## src/rtl/bcd_pkg.sv

```systemverilog
// Shared constants for the iterative double-dabble converter:
// FSM state encoding and digit adjust thresholds.
package bcd_pkg;
   localparam logic [1:0] ST_IDLE  = 2'd0;
   localparam logic [1:0] ST_SHIFT = 2'd1;
   localparam logic [1:0] ST_DONE  = 2'd2;

   localparam int BCD_W = 4;

   localparam logic [3:0] ADJ_THRESH = 4'd4;
   localparam logic [3:0] ADJ_ADD    = 4'd3;
endpackage

```

## src/rtl/bcd_convert_sequencer_if.sv

```systemverilog
// Producer/consumer handshake bundle for the BCD converter.
// master = producer+consumer side, slave = converter.
interface bcd_convert_sequencer_if #(
   parameter int DATA_W = 8,
   parameter int DIGITS = 3
);
   logic                  in_valid;
   logic                  in_ready;
   logic [DATA_W-1:0]     in_data;
   logic                  out_valid;
   logic                  out_ready;
   logic [4*DIGITS-1:0]   out_bcd;
   logic                  overflow;
   logic                  busy;

   modport master (
      output in_valid, in_data, out_ready,
      input  in_ready, out_valid, out_bcd, overflow, busy
   );

   modport slave (
      input  in_valid, in_data, out_ready,
      output in_ready, out_valid, out_bcd, overflow, busy
   );
endinterface

```

## src/rtl/bcd_digit_adjust.sv

```systemverilog
// Double-dabble digit correction: adds 3 to a BCD digit above 4
// so the following left shift carries correctly into the next digit.
import bcd_pkg::*;

module bcd_digit_adjust (
   input  logic [BCD_W-1:0] digit,
   output logic [BCD_W-1:0] adjusted
);
   assign adjusted = (digit > ADJ_THRESH) ? digit + ADJ_ADD : digit;
endmodule

```

## src/rtl/bcd_convert_sequencer.sv

```systemverilog
// Bit-serial binary-to-BCD converter: one shift-and-add-3 step per
// clock, valid/ready on both sides, sticky overflow for the top digit.
import bcd_pkg::*;

module bcd_convert_sequencer #(
   parameter int DATA_W = 8,
   parameter int DIGITS = 3
) (
   input  logic clk,
   input  logic rst,
   bcd_convert_sequencer_if.slave bus
);
   localparam int ACC_W = BCD_W * DIGITS;
   localparam int CNT_W = (DATA_W > 1) ? $clog2(DATA_W) : 1;

   logic [1:0]        state;
   logic [DATA_W-1:0] sreg;
   logic [ACC_W-1:0]  acc;
   logic [ACC_W-1:0]  adj;
   logic [CNT_W-1:0]  count;
   logic              ovf;
   logic              last;

   for (genvar g = 0; g < DIGITS; g++) begin : g_adj
      bcd_digit_adjust u_adj (
         .digit    (acc[g*BCD_W +: BCD_W]),
         .adjusted (adj[g*BCD_W +: BCD_W])
      );
   end

   assign last = (count == CNT_W'(DATA_W - 1));

   // A set MSB of the adjusted top digit is a carry lost by the shift
   always_ff @(posedge clk or posedge rst) begin
      if (rst) begin
         state <= ST_IDLE;
         sreg  <= '0;
         acc   <= '0;
         count <= '0;
         ovf   <= 1'b0;
      end else begin
         case (state)
            ST_IDLE: begin
               if (bus.in_valid) begin
                  sreg  <= bus.in_data;
                  acc   <= '0;
                  count <= '0;
                  ovf   <= 1'b0;
                  state <= ST_SHIFT;
               end
            end
            ST_SHIFT: begin
               acc   <= {adj[ACC_W-2:0], sreg[DATA_W-1]};
               sreg  <= sreg << 1;
               count <= count + CNT_W'(1);
               if (adj[ACC_W-1]) ovf <= 1'b1;
               if (last) state <= ST_DONE;
            end
            ST_DONE: begin
               if (bus.out_ready) state <= ST_IDLE;
            end
            default: state <= ST_IDLE;
         endcase
      end
   end

   assign bus.in_ready  = (state == ST_IDLE);
   assign bus.out_valid = (state == ST_DONE);
   assign bus.busy      = (state != ST_IDLE);
   assign bus.out_bcd   = acc;
   assign bus.overflow  = ovf;
endmodule

```

## src/flat_wrapper.sv

```systemverilog
// flat-port wrapper written by rule: the top's interface ports become plain ports
module bcd_convert_sequencer_flat 
#(
   parameter int DATA_W = 8,
   parameter int DIGITS = 3
)
  (clk, rst, bus_in_valid, bus_in_data, bus_out_ready, bus_in_ready, bus_out_valid, bus_out_bcd, bus_overflow, bus_busy);
  bcd_convert_sequencer_if #(.DATA_W(DATA_W), .DIGITS(DIGITS)) bus_i ();
  input  logic clk;
  input  logic rst;
  input wire logic [$bits(bus_i.in_valid)-1:0] bus_in_valid;
  input wire logic [$bits(bus_i.in_data)-1:0] bus_in_data;
  input wire logic [$bits(bus_i.out_ready)-1:0] bus_out_ready;
  output wire logic [$bits(bus_i.in_ready)-1:0] bus_in_ready;
  output wire logic [$bits(bus_i.out_valid)-1:0] bus_out_valid;
  output wire logic [$bits(bus_i.out_bcd)-1:0] bus_out_bcd;
  output wire logic [$bits(bus_i.overflow)-1:0] bus_overflow;
  output wire logic [$bits(bus_i.busy)-1:0] bus_busy;
  assign bus_i.in_valid = bus_in_valid;
  assign bus_i.in_data = bus_in_data;
  assign bus_i.out_ready = bus_out_ready;
  assign bus_in_ready = bus_i.in_ready;
  assign bus_out_valid = bus_i.out_valid;
  assign bus_out_bcd = bus_i.out_bcd;
  assign bus_overflow = bus_i.overflow;
  assign bus_busy = bus_i.busy;
  bcd_convert_sequencer #(.DATA_W(DATA_W), .DIGITS(DIGITS)) u_core (.clk(clk), .rst(rst), .bus(bus_i));
endmodule
```

## config.mk

```make
export PLATFORM = sky130hd
export DESIGN_NAME = bcd_convert_sequencer_flat
export DESIGN_NICKNAME = d
export VERILOG_FILES = /design/src/rtl/bcd_pkg.sv /design/src/rtl/bcd_convert_sequencer_if.sv /design/src/rtl/bcd_digit_adjust.sv /design/src/rtl/bcd_convert_sequencer.sv /design/src/flat_wrapper.sv
export SDC_FILE = /design/constraint.sdc
export NUM_CORES = 1
export LEC_CHECK = 0
export ABC_AREA = 1
export ABC_CLOCK_PERIOD_IN_PS = 2700
export CORE_AREA = 2 2 62 64
export CTS_CLUSTER_SIZE = 16
export DETAILED_ROUTE_END_ITERATION = 10
export DIE_AREA = 0 0 64 66
export PLACE_DENSITY_LB_ADDON = 0.3
export REMOVE_ABC_BUFFERS = 1
export SYNTH_ARGS = -nofsm -noshare
export SYNTH_HDL_FRONTEND = slang
export SYNTH_HIERARCHICAL = 1
export SYNTH_SLANG_ARGS = --single-unit
export TNS_END_PERCENT = 1
```

## constraint.sdc

```tcl
create_clock -name clk -period 2.7 [get_ports clk]
set_clock_uncertainty 0.05 [all_clocks]
set_input_delay 0.81 -clock clk [delete_from_list [all_inputs] [get_ports clk]]
set_output_delay 0.81 -clock clk [all_outputs]
set_load 0.01 [all_outputs]
```

==> flow_metrics.tcl <==
set metrics [dict create \
    cellLeakagePower_nw 1.08 \
    cp-startpoint "u_core/state[0]$_DFFE_PP0P_" \
    reg2reg_depth 9 \
    cp-start-kind "flop" \
    ys_seq_area_frac 0.417 \
    nets 277 \
    grtUsageMet3 0.0204 \
    clk_pin_slew_ns 0.13 \
    die_y_um 66 \
    drt_wl_total_um 2850 \
    grt_usage 0.148 \
    mappedNetlistArea_um2 1560 \
    grt_pass1_vias 1220 \
    r2r_slack_ns 1.33 \
    area_growth_pct 21.9 \
    dr_total_vias 1393 \
    period_minus_slack_ns 2.49 \
    worst_slack_ns 0.206 \
    timing.rr.end "u_core/bus.out_bcd[7]$_DFFE_PP0P_" \
    rows 22 \
    clockBufferDepth 2 \
    ir_drop_mv 0.379 \
    syn_area_per_cell_um2 6.87 \
    end_kind "output pin" \
    wl_per_cell_um 9.40 \
    status "complete, no violations" \
    cts.htree.levels 1 \
    fin_util 0.535 \
    grtUsageMet2 0.236 \
    grt_pass1_wl_um 5070 \
    cts-resized-gates 0 \
    drtIter0Drc 77 \
    rsz0062_at_grt "false" \
    use_met1 0.206 \
    dp_slack_ns 0.565 \
    drc 0 \
    die_w_um 64 \
    clkSinkCount 26 \
    grt-ovfl-total 0 \
    critPathMaxStageDelay_ns 0.58 \
    layout-drive-gt1-share 0.0549 \
    ys.warnings.count 6 \
    max_slew.worst_pin.slew_ns 0.327 \
    setup_viol 0 \
    firstDrtPassIters 4 \
    hold_viol 0 \
    path_class "reg -> out" \
    synth-seq-cells 26 \
    total_power_w 0.00197 \
    io_pins 28 \
    drv_cap 0 \
    cts_root_buffer "clkbuf_4" \
    power_density_nw_per_um2 1040 \
    min_path_type "reg -> reg" \
    start_util 0.439 \
    clock.fmax_ghz 0.401 \
    slew_viol_final 0 \
    hold_slack_ns 0.431 \
    relSlewSlack 0.782 \
    syn_inst 227 \
    cts_inserted_buffers 3 \
    clkLatencyLatePin_ns 0.31 \
    port_buffers 27 \
    cp_max_fo 9 \
    required_ns 1.84 \
    die-area_um2 4220 \
    finalCritPeriodShare 0.924 \
    core_um2 3550 \
    ant_nets 0 \
    critical_path.endpoint "bus_in_ready" \
    grt_start_max_net_pins 27 \
    antenna_found_initial 0 \
    cts_tree "built" \
    rr_startpoint "u_core/bus.out_bcd[4]$_DFFE_PP0P_" \
    viasPerCell 4.60 \
    gp_congestion 0.801 \
    cts_setup_buffers 0 \
    antenna_cells 0 \
    hold_buffers 0 \
    worst_ep_arrival_time_ns 1.63 \
    hpwlAfterDp_um 2090 \
    worst_path_max_delay_cell "clkdlybuf4s50_1" \
    crit_chain "nor2_1 > clkdlybuf4s50_1" \
    yosys.cell_types.count 16 \
    setup_tns_ns 0 \
    gr-max-usage-layer "met2" \
]
==> cell usage after synthesis <==
cell	instances	area, um^2
buf_2	3	15.0
o31ai_1	1	7.51
a21oi_1	1	5.00
o21ai_0	1	5.00
inv_6	1	8.76
dfrtp_1	26	651
nor2_1	8	30.0
inv_2	1	3.75
buf_4	1	7.51
nand2_4	1	11.3
nand3_1	30	150
buf_6	1	11.3
ha_1	8	100
nand2_1	106	398
inv_1	33	124
nand2_2	5	31.3
==> cells by family after synthesis <==
family,after synthesis,share of synthesized area
buffers and inverters,40,0.109
DFF,26,0.417
AOI/OAI and AO/OA,3,0.0112
adders and majority gates,8,0.0642
and+or+nand+nor,150,0.398
==> metrics by stage <==
stage / cells / area, um^2
final: 303 / 1900
after CTS: 303 / 1900
after floorplan: 222 / 1530
after detailed placement: 300 / 1880
after global placement: 300 / 1880
after global routing: 303 / 1900
==> metal layers <==
layer	vias up	part of all wire
li1	744	-
met1	624	0.50
met2	23	0.46
met3	2	0.029
met4	0	0.0074
met5	-	0
==> worst max-delay path: cells and delay by family (launching register included) <==
kind          cells  cell delay [ns]
buf+inv           1             0.58
flops             1             0.50
simple gates      1             0.24
==> registers in the layout, summed over array words and instances (netlist names) <==
signal	cells
u_core/sreg	8
u_core/count	3
u_core/bus.overflow	1
u_core/state	2
u_core/bus.out_bcd	12
==> where the power goes <==
group,total (W),switching (W),internal (W)
registers,0.000699,0.000147,0.000552
logic,0.00111,0.000628,0.000485
clock network,0.000158,0.000106,0.0000521
==> worst min-delay path by stage <==
| stage | start | endpoint | slack [ns] | cells past startpoint |
|---|---|---|---|---|
| finish | u_core/count[0]$_DFFE_PP0P_ | u_core/count[0]$_DFFE_PP0P_ | 0.43 | 1 |
| detailed placement | u_core/sreg[7]$_DFFE_PP0P_ | u_core/bus.out_bcd[0]$_DFFE_PP0P_ | 0.41 | 2 |
| floorplan | u_core/sreg[0]$_DFFE_PP0P_ | u_core/sreg[0]$_DFFE_PP0P_ | 0.39 | 2 |
| global route | u_core/sreg[7]$_DFFE_PP0P_ | u_core/bus.out_bcd[0]$_DFFE_PP0P_ | 0.47 | 2 |
| CTS | u_core/count[0]$_DFFE_PP0P_ | u_core/count[0]$_DFFE_PP0P_ | 0.44 | 1 |
| global placement | u_core/count[2]$_DFFE_PP0P_ | u_core/count[2]$_DFFE_PP0P_ | 0.41 | 2 |
==> cell usage in the layout, fill, tap and decap left out <==
master | synthesis | routed
nor2_1 | 8 | 8
inv_6 | 1 | 1
clkbuf_4 | 0 | 3
dfrtp_1 | 26 | 26
inv_1 | 33 | 33
o21ai_0 | 1 | 1
nand2_2 | 5 | 5
ha_1 | 8 | 8
nand3_1 | 30 | 30
nand2_4 | 1 | 1
a21oi_1 | 1 | 1
inv_2 | 1 | 1
o31ai_1 | 1 | 1
nand2_1 | 106 | 106
clkdlybuf4s50_1 | 0 | 27
buf_4 | 1 | 3
==> area by class of cell <==
| type | instances | area, um^2 |
|---|---|---|
| inverters | 35 | 136 |
| well taps | 48 | 60.1 |
| repair buffers | 30 | 293 |
| multi-input cells | 161 | 738 |
| clock buffers | 3 | 22.5 |
| flip-flops and latches | 26 | 651 |
| fillers | 344 | 1650 |
Power figures use the tool's default switching activity.
